$ cat config.mk
export PLATFORM = sky130hd
export DESIGN_NAME = evg_dbus_generator
export DESIGN_NICKNAME = d
export VERILOG_FILES = /design/src/rtl/evg_dbus_pkg.sv /design/src/rtl/evg_dbus_channel.sv /design/src/rtl/evg_dbus_generator.sv
export SDC_FILE = /design/constraint.sdc
export NUM_CORES = 2
export LEC_CHECK = 0
export BUFFER_PORTS_ARGS = -buffer_cell sky130_fd_sc_hd__buf_2
export CORE_UTILIZATION = 68
export CTS_CLUSTER_DIAMETER = 60
export DETAILED_ROUTE_END_ITERATION = 6
export PLACE_DENSITY = 0.85
export SLEW_MARGIN = 5
export SYNTH_ARGS = -nofsm -noshare
export SYNTH_HDL_FRONTEND = slang
export SYNTH_SLANG_ARGS = --single-unit
$ cat constraint.sdc
create_clock -name evgTxClk -period 11.7 [get_ports evgTxClk]
set_input_delay 1.17 -clock evgTxClk [delete_from_list [all_inputs] [get_ports evgTxClk]]
set_output_delay 1.17 -clock evgTxClk [all_outputs]
set_load 0.02 [all_outputs]
$ cat src/rtl/evg_dbus_pkg.sv
// evg_dbus_pkg
// Shared definitions for the event-generator distributed-bus source:
//   - cfgSelect register encodings
//   - bit positions inside the per-channel control register
//   - helper that turns the clock and ping rates into a ping period in cycles
package evg_dbus_pkg;

    typedef enum logic [1:0] {
        CFG_PERIOD   = 2'd0,
        CFG_WIDTH    = 2'd1,
        CFG_CONTROL  = 2'd2,
        CFG_RESERVED = 2'd3
    } cfgSelect_e;

    localparam int CTRL_ENABLE_BIT = 0;
    localparam int CTRL_SYNC_BIT   = 1;

    // Number of transmit clock cycles between two ping pulses.
    function automatic int pingPeriod(input longint txClkHz, input longint pingHz);
        return int'(txClkHz / pingHz);
    endfunction

endpackage

$ cat src/rtl/evg_dbus_channel.sv
// evg_dbus_channel
// One programmable periodic pulse train of the distributed bus.
// Ports:
//   evgTxClk, evgTxRst_n      transmit clock, async active-low reset
//   heartbeatRequest          one-cycle heartbeat request (phase sync source)
//   periodWrite/widthWrite    write strobes for the shadow period / width
//   controlWrite              write strobe for enable and syncOnHeartbeat
//   cfgData                   write data shared by all strobes
//   shadowPeriod/shadowWidth  shadow registers, exposed for readback
//   enable/syncOnHeartbeat    control bits, exposed for readback
//   channelOut                registered pulse output (one bus bit)
module evg_dbus_channel
    import evg_dbus_pkg::*;
#(
    parameter int COUNTER_WIDTH = 24
) (
    input  logic                     evgTxClk,
    input  logic                     evgTxRst_n,
    input  logic                     heartbeatRequest,
    input  logic                     periodWrite,
    input  logic                     widthWrite,
    input  logic                     controlWrite,
    input  logic [COUNTER_WIDTH-1:0] cfgData,
    output logic [COUNTER_WIDTH-1:0] shadowPeriod,
    output logic [COUNTER_WIDTH-1:0] shadowWidth,
    output logic                     enable,
    output logic                     syncOnHeartbeat,
    output logic                     channelOut
);

    localparam logic [COUNTER_WIDTH-1:0] ONE = COUNTER_WIDTH'(1);
    localparam logic [COUNTER_WIDTH-1:0] TWO = COUNTER_WIDTH'(2);

    logic [COUNTER_WIDTH-1:0] activePeriod;
    logic [COUNTER_WIDTH-1:0] activeWidth;
    logic [COUNTER_WIDTH-1:0] phase;
    logic [COUNTER_WIDTH-1:0] effPhase;
    logic [COUNTER_WIDTH-1:0] phaseNext;
    logic                     periodValid;
    logic                     enableRise;
    logic                     syncEvent;
    logic                     atWrap;
    logic                     loadActive;

    // A sync event makes the current cycle behave as phase 0, so the
    // output flop produces the rising edge together with heartbeat bit 0
    // and the sync wins over a wrap landing on the same cycle. Periods
    // below 2 are treated as "off" and keep reloading from the shadow.
    always_comb begin
        periodValid = (activePeriod >= TWO);
        enableRise  = controlWrite && cfgData[CTRL_ENABLE_BIT] && !enable;
        syncEvent   = enable && syncOnHeartbeat && heartbeatRequest;
        effPhase    = syncEvent ? '0 : phase;
        atWrap      = (effPhase == (activePeriod - ONE));
        loadActive  = enableRise || syncEvent || !periodValid || (enable && atWrap);
        phaseNext   = effPhase + ONE;
        if (!enable || !periodValid || atWrap) begin
            phaseNext = '0;
        end
    end

    // Shadow and control registers are written directly by the config port.
    always_ff @(posedge evgTxClk or negedge evgTxRst_n) begin
        if (!evgTxRst_n) begin
            shadowPeriod    <= '0;
            shadowWidth     <= '0;
            enable          <= 1'b0;
            syncOnHeartbeat <= 1'b0;
        end else begin
            if (periodWrite) begin
                shadowPeriod <= cfgData;
            end
            if (widthWrite) begin
                shadowWidth <= cfgData;
            end
            if (controlWrite) begin
                enable          <= cfgData[CTRL_ENABLE_BIT];
                syncOnHeartbeat <= cfgData[CTRL_SYNC_BIT];
            end
        end
    end

    // Active registers sample the pre-write shadow values at a boundary,
    // so a write landing on a boundary only takes effect at the next one.
    always_ff @(posedge evgTxClk or negedge evgTxRst_n) begin
        if (!evgTxRst_n) begin
            activePeriod <= '0;
            activeWidth  <= '0;
            phase        <= '0;
            channelOut   <= 1'b0;
        end else begin
            if (loadActive) begin
                activePeriod <= shadowPeriod;
                activeWidth  <= shadowWidth;
            end
            phase      <= phaseNext;
            channelOut <= enable && periodValid && (effPhase < activeWidth);
        end
    end

endmodule

$ cat src/rtl/evg_dbus_generator.sv
// evg_dbus_generator
// Distributed-bus source for the event generator.
//   bit 0                  heartbeat request delayed one cycle
//   bit 1                  ping pulse every PING_PERIOD cycles
//   bits 2..CHANNEL_COUNT+1 programmable periodic pulse trains
//   higher bits            tied low
// Ports:
//   evgTxClk, evgTxRst_n   transmit clock, async active-low reset
//   evgHeartbeatRequest    one-cycle heartbeat request
//   cfgWrite               one-cycle configuration write strobe
//   cfgChannel, cfgSelect  register address (channel, period/width/control)
//   cfgData                write data
//   cfgReadData            registered readback of the addressed register
//   evgDistributedBus      registered distributed bus
module evg_dbus_generator
    import evg_dbus_pkg::*;
#(
    parameter int TXCLK_NOMINAL_FREQUENCY = 125000000,
    parameter int PING_FREQUENCY          = 100000,
    parameter int DISTRIBUTED_BUS_WIDTH   = 8,
    parameter int CHANNEL_COUNT           = 6,
    parameter int COUNTER_WIDTH           = 24
) (
    input  logic                             evgTxClk,
    input  logic                             evgTxRst_n,
    input  logic                             evgHeartbeatRequest,
    input  logic                             cfgWrite,
    input  logic [$clog2(CHANNEL_COUNT)-1:0] cfgChannel,
    input  logic [1:0]                       cfgSelect,
    input  logic [COUNTER_WIDTH-1:0]         cfgData,
    output logic [COUNTER_WIDTH-1:0]         cfgReadData,
    output logic [DISTRIBUTED_BUS_WIDTH-1:0] evgDistributedBus
);

    localparam int CHANNEL_SEL_WIDTH = $clog2(CHANNEL_COUNT);
    localparam int PING_PERIOD       = pingPeriod(TXCLK_NOMINAL_FREQUENCY, PING_FREQUENCY);
    localparam int PING_WIDTH        = (PING_PERIOD > 1) ? $clog2(PING_PERIOD) : 1;
    localparam logic [PING_WIDTH-1:0] PING_RELOAD = PING_WIDTH'(PING_PERIOD - 1);

    if (DISTRIBUTED_BUS_WIDTH < 2 || CHANNEL_COUNT > DISTRIBUTED_BUS_WIDTH - 2) begin : gParamCheck
        $error("evg_dbus_generator: CHANNEL_COUNT does not fit in DISTRIBUTED_BUS_WIDTH-2 bits");
    end

    logic [COUNTER_WIDTH-1:0] shadowPeriodArr [CHANNEL_COUNT];
    logic [COUNTER_WIDTH-1:0] shadowWidthArr  [CHANNEL_COUNT];
    logic [CHANNEL_COUNT-1:0] enableVec;
    logic [CHANNEL_COUNT-1:0] syncVec;
    logic [CHANNEL_COUNT-1:0] channelOutVec;
    logic [PING_WIDTH-1:0]    pingCounter;
    logic                     pingReg;
    logic                     heartbeatReg;
    logic [COUNTER_WIDTH-1:0] readNext;

    // Writes to channels at or above CHANNEL_COUNT never match any instance.
    for (genvar k = 0; k < CHANNEL_COUNT; k++) begin : gChannel
        logic channelHit;
        assign channelHit = cfgWrite && (cfgChannel == CHANNEL_SEL_WIDTH'(k));

        evg_dbus_channel #(
            .COUNTER_WIDTH(COUNTER_WIDTH)
        ) uChannel (
            .evgTxClk        (evgTxClk),
            .evgTxRst_n      (evgTxRst_n),
            .heartbeatRequest(evgHeartbeatRequest),
            .periodWrite     (channelHit && (cfgSelect == CFG_PERIOD)),
            .widthWrite      (channelHit && (cfgSelect == CFG_WIDTH)),
            .controlWrite    (channelHit && (cfgSelect == CFG_CONTROL)),
            .cfgData         (cfgData),
            .shadowPeriod    (shadowPeriodArr[k]),
            .shadowWidth     (shadowWidthArr[k]),
            .enable          (enableVec[k]),
            .syncOnHeartbeat (syncVec[k]),
            .channelOut      (channelOutVec[k])
        );
    end

    // Heartbeat delay and free-running ping down-counter; the ping flag is
    // raised on the cycle after the counter sits at zero.
    always_ff @(posedge evgTxClk or negedge evgTxRst_n) begin
        if (!evgTxRst_n) begin
            heartbeatReg <= 1'b0;
            pingReg      <= 1'b0;
            pingCounter  <= PING_RELOAD;
        end else begin
            heartbeatReg <= evgHeartbeatRequest;
            pingReg      <= (pingCounter == '0);
            if (pingCounter == '0) begin
                pingCounter <= PING_RELOAD;
            end else begin
                pingCounter <= pingCounter - PING_WIDTH'(1);
            end
        end
    end

    // Readback mux over the shadow registers; unknown addresses read zero.
    always_comb begin
        readNext = '0;
        if (int'(cfgChannel) < CHANNEL_COUNT) begin
            case (cfgSelect_e'(cfgSelect))
                CFG_PERIOD:  readNext = shadowPeriodArr[cfgChannel];
                CFG_WIDTH:   readNext = shadowWidthArr[cfgChannel];
                CFG_CONTROL: begin
                    readNext[CTRL_ENABLE_BIT] = enableVec[cfgChannel];
                    readNext[CTRL_SYNC_BIT]   = syncVec[cfgChannel];
                end
                default:     readNext = '0;
            endcase
        end
    end

    always_ff @(posedge evgTxClk or negedge evgTxRst_n) begin
        if (!evgTxRst_n) begin
            cfgReadData <= '0;
        end else begin
            cfgReadData <= readNext;
        end
    end

    // Every bus bit comes straight from a flop, so the bus is registered.
    always_comb begin
        evgDistributedBus                     = '0;
        evgDistributedBus[0]                  = heartbeatReg;
        evgDistributedBus[1]                  = pingReg;
        evgDistributedBus[CHANNEL_COUNT+1:2]  = channelOutVec;
    end

endmodule

==> impl_table.tex <==
\begin{tabular}{lr}
\hline
Metric & Value \\
\hline
\multicolumn{2}{l}{\textbf{Place}} \\
\quad Final weighted congestion of routability-driven global placement & $\sim$1.0 \\
\quad Half-perimeter wire length of the detailed placement result & 87000 microns \\
\quad Port Buf Inserts & 64 \\
\multicolumn{2}{l}{\textbf{Route}} \\
\quad Initial DRT Pass Iterations & 6 \\
\quad Vias per std cell & 6.64 \\
\quad Total number of vias & between 30000 and 40000 \\
\quad Sum of routed wire length over all layers & $\sim$120000 microns \\
\quad Number of design rule violations left after detail routing & 0 \\
\quad Post-DR wirelength/cell & 25.6 microns \\
\quad Number of design-rule violations left by the first detailed-router iteration & 3570 \\
\quad Number of nets with antenna violations after routing & 0 \\
\multicolumn{2}{l}{\textbf{Finish}} \\
\quad Layout filler cell count & approximately 4000 \\
\quad Combined area of the multi-input logic cells & 0.0214 sq mm \\
\quad Fraction of layout cells with a size suffix above 1 & a little over a fifth \\
\quad Area growth from synthesis to layout & 8.20\% \\
\quad Fraction of the core area covered by cells at the end of the flow & 74.7\% \\
\quad Sequential cell area & 0.0194 sq mm \\
\quad Net total in the final layout & 4089 \\
\quad ANT cells & 0 \\
\multicolumn{2}{l}{\textbf{Timing}} \\
\quad Number of hold violations in the final report & 0 \\
\quad Time the final worst path needs with I/O delays and setup & 5770 ps \\
\quad Final cycle utilization of the critical path & 49.3\% \\
\quad Fin. max-slew vios & 0 \\
\quad Setup repair after global routing missed its margin & false \\
\quad Worst slew margin relative to its limit & approximately 8\% \\
\quad Transition at the pin with the smallest max-transition slack & 1380 ps \\
\quad Clock Skew & 27.2 ps \\
\quad Post-Route Setup TNS & 0 ps \\
\quad Total of endpoints with negative setup slack in the final report & 0 \\
\quad Upper clock frequency limit & 173 MHz \\
\multicolumn{2}{l}{\textbf{Logic synthesis}} \\
\quad Fraction of synthesis flops using an asynchronous set or reset pin & 100\% \\
\quad Area fraction of the dominant cell type after synthesis & 45.1\% \\
\quad Synthesized cell area & about 0.043 sq mm \\
\quad Commonest cells in the netlist & sky130\_fd\_sc\_hd\_\_dfrtp\_1 (770), sky130\_fd\_sc\_hd\_\_mux2\_2 (533), sky130\_fd\_sc\_hd\_\_inv\_1 (255) \\
\quad Cell types with the largest area share after synthesis & sky130\_fd\_sc\_hd\_\_dfrtp\_1 (45\%), sky130\_fd\_sc\_hd\_\_mux2\_2 (14\%), sky130\_fd\_sc\_hd\_\_ha\_1 (4.6\%) \\
\quad Part of the Yosys area used for sequential elements & 45.5\% \\
\quad Synth Instances & 3943 \\
\quad Post-synth EDFFs & 0 \\
\quad Dominant cell by count in the synthesized netlist & sky130\_fd\_sc\_hd\_\_dfrtp\_1 \\
\quad Number of synthesized register bits & 775 \\
\quad Warnings, synthesis & 0 \\
\quad Distinct cell type count of the synthesized netlist & 83 \\
\quad Average cell area after synthesis & 10.8 sq um \\
\quad Yosys top cell by area & sky130\_fd\_sc\_hd\_\_dfrtp\_1 \\
\quad Synth Flop Type & sky130\_fd\_sc\_hd\_\_dfrtp\_1 \\
\quad Synthesized Nets & between 4000 and 5000 \\
\multicolumn{2}{l}{\textbf{Critical path}} \\
\quad Launching element type of the critical path & input pin \\
\quad Crit end category & register \\
\quad Critical register-to-register path startpoint & gChannel[2].uChannel.enable\$\_DFFE\_PN0P\_ \\
\quad Data arrival time of the critical path & 6290 ps \\
\quad Largest stage delay, worst path & 890 ps \\
\quad Worst R2R Setup Slack & 6300 ps \\
\quad Depth of the critical timing path with buffers and inverters included & 12 \\
\quad Crit Path Max Fanout & 48 \\
\quad Worst-case reg-to-reg path depth & 9 \\
\quad CP required & 12220 ps \\
\quad Worst setup path endpoint & gChannel[4].uChannel.activeWidth[9]\$\_DFFE\_PN0P\_ \\
\quad Cell chain of the critical path & buf\_2, buf\_4, nand3\_1, and2\_1, xnor2\_1, or4\_1, and3\_1, or4\_1, nor4bb\_2, buf\_4, a2111o\_2, mux2\_2 \\
\quad Cell at the slowest stage of the critical path & sky130\_fd\_sc\_hd\_\_a2111o\_2 \\
\quad Crit path from & evgHeartbeatRequest \\
\quad Crit path kind & input pin to register \\
\quad Cell class contributing the biggest share of worst-path delay & simple AND/OR/NAND/NOR gates \\
\quad Critical R2R Capture & gChannel[2].uChannel.activeWidth[12]\$\_DFFE\_PN0P\_ \\
\quad Sum of buffers and inverters on the critical path & 3 \\
\multicolumn{2}{l}{\textbf{Floorplanning}} \\
\quad Rows & about 90 \\
\quad IO Count & 65 \\
\quad Die area & 0.0638 sq mm \\
\quad Die height & 253 microns \\
\quad Die Width & 253 microns \\
\quad Initial cell density of the core & between 60\% and 70\% \\
\quad Core footprint & 0.0618 sq mm \\
\multicolumn{2}{l}{\textbf{Global routing}} \\
\quad M1 GR Usage & 48.2\% \\
\quad Busiest layer in global routing & met2 \\
\quad First-pass GRT wire length & 189000 microns \\
\quad Antenna violations before repair & 5 \\
\quad Maximum number of pins on one net before global-route repair & 83 \\
\quad Global router's overall resource usage & 39.1\% \\
\quad Met2 Track Usage GR & approximately three fifths \\
\quad Vias in the first global route & 32000 \\
\quad Residual overflow from global routing & 0 \\
\quad Global routing met3 resource utilization & under 10\% \\
\multicolumn{2}{l}{\textbf{Outcome}} \\
\quad Status & finished, final reports clean \\
\multicolumn{2}{l}{\textbf{Clock tree}} \\
\quad Clock tree from TritonCTS & done \\
\quad Maximum buffer depth of the clock tree & 3 \\
\quad CTS H-tree depth & 3 \\
\quad Post-CTS Setup Bufs & 0 \\
\quad Clock Sink Count & 775 \\
\quad Count of hold-fix buffers inserted at cts & 0 \\
\quad Clock buffers created by TritonCTS & 82 \\
\quad Clock latency reported for the late side of the worst-skew pair & 650 ps \\
\quad Clock transition at path regs & 60 ps \\
\quad Clock root buffer & sky130\_fd\_sc\_hd\_\_clkbuf\_16 \\
\quad Post-CTS sizing & 0 \\
\multicolumn{2}{l}{\textbf{Worst hold path}} \\
\quad Cell depth of the worst hold path & 1 \\
\quad Hold crit path type & register to register \\
\multicolumn{2}{l}{\textbf{Power and ir drop}} \\
\quad Fraction of power spent switching nets & roughly 37\% \\
\quad Part of the power in registers & 42.0\% \\
\quad Peak VDD IR & between 0.1 and 0.15 mV \\
\quad Clock network power share & 26.5\% \\
\quad Portion of total power attributed to combinational logic & 31.5\% \\
\quad Leakage power & 21.3 nW \\
\quad Cell-internal power & $\sim$6.5 mW \\
\quad Psw & 3.73 mW \\
\quad Power density relative to cell area & 221 mW/mm\^{}2 \\
\multicolumn{2}{l}{\textbf{Run}} \\
\quad Max Cap Viol & 0 \\
\hline
\end{tabular}
-- worst register-to-register path, delay by kind of cell (launching register included) --
family	cells	cell delay, ps
AOI/OAI and AO/OA	3	1390
DFF	1	620
and+or+nand+nor	4	2480
xor gates and xnor gates	1	220
muxes	1	560
-- stage by stage --
stage,setup WS (ps),power (mW),cell area (sq um),std cells,hold WS [ps]
after detailed placement,5360,7.35,43400,4652,455
after CTS,6030,10.1,46200,4803,466
after global routing,5640,10.6,46200,4803,481
after floorplan,7210,6.31,42700,3943,429
final,5930,10.2,46200,4803,463
after global placement,5530,7.21,43400,4652,440
-- cell families (layout without fill, tap and decap cells) --
logic type,after synthesis,in the layout,share of synthesized area (%)
AOI/OAI and AO/OA,397,397,6.32
xor gates and xnor gates,305,305,6.32
buffers and inverters,483,506,4.58
muxes,660,660,18.6
DFF,775,775,45.5
adders and majority gates,157,157,4.60
and+or+nand+nor,1166,1166,14.1
-- final cells by class --
class                      count  area share (%)
timing repair buffer          99            1.30
clock buffer                 116            5.18
sequential                   775            42.0
inverter                     256            2.08
tap                          837            2.27
clock inverter                35           0.872
multi-input combinational   2685            46.3
-- power by group through the flow --
| stage | combinational, mW | sequential, mW | clock [mW] |
|---|---|---|---|
| floorplan | 2.53 | 3.78 | 0 |
| global placement | 3.00 | 4.21 | 0 |
| detailed placement | 3.10 | 4.25 | 0 |
| CTS | 3.16 | 4.22 | 2.72 |
| global route | 3.50 | 4.32 | 2.82 |
| finish | 3.21 | 4.27 | 2.70 |
-- layer usage --
metal / routed length (microns) / vias up
li1: - / 13800
met4: 9570 / 8
met1: 44600 / 15700
met5: 61 / -
met3: 12800 / 504
met2: 56000 / 1811
-- cell usage in the layout, fill, tap and decap left out, drive strengths merged, types with 25 or more instances in the layout --
master	netlist	final
buf	61	99
a21o	27	27
a21oi	65	65
mux2	550	550
xor2	95	95
xnor2	208	208
nor3b	25	25
clkbuf	166	116
nand4	74	74
mux2i	60	60
nand2b	38	38
ha	157	157
nor2b	31	31
nor3	128	128
or4	30	30
mux4	50	50
nor4	72	72
a22o	38	38
nand2	236	236
nor2	241	241
o21ai	105	105
inv	255	262
o211ai	35	35
dfrtp	770	770
and2	75	75
and3	44	44
nand3	97	97
-- how the worst min path moves through the flow --
stage                               end  slack, ps                startpoint
5_1_grt        pingCounter[0]$_DFF_PN1_        480  pingCounter[0]$_DFF_PN1_
3_3_place_gp   pingCounter[0]$_DFF_PN1_        440  pingCounter[0]$_DFF_PN1_
6_report       pingCounter[0]$_DFF_PN1_        460  pingCounter[0]$_DFF_PN1_
4_1_cts        pingCounter[0]$_DFF_PN1_        470  pingCounter[0]$_DFF_PN1_
2_1_floorplan  pingCounter[0]$_DFF_PN1_        430  pingCounter[0]$_DFF_PN1_
3_5_place_dp   pingCounter[0]$_DFF_PN1_        450  pingCounter[0]$_DFF_PN1_
-- state kept, by name, indices dropped and copies added (netlist names) --
signal,count
gChannel.uChannel.syncOnHeartbeat,6
gChannel.uChannel.phase,144
cfgReadData,24
gChannel.uChannel.shadowPeriod,144
gChannel.uChannel.channelOut,6
heartbeatReg,1
gChannel.uChannel.enable,6
gChannel.uChannel.activeWidth,144
gChannel.uChannel.shadowWidth,144
gChannel.uChannel.activePeriod,144
pingReg,1
pingCounter,11
No activity file was read; power rests on OpenSTA's default activity.
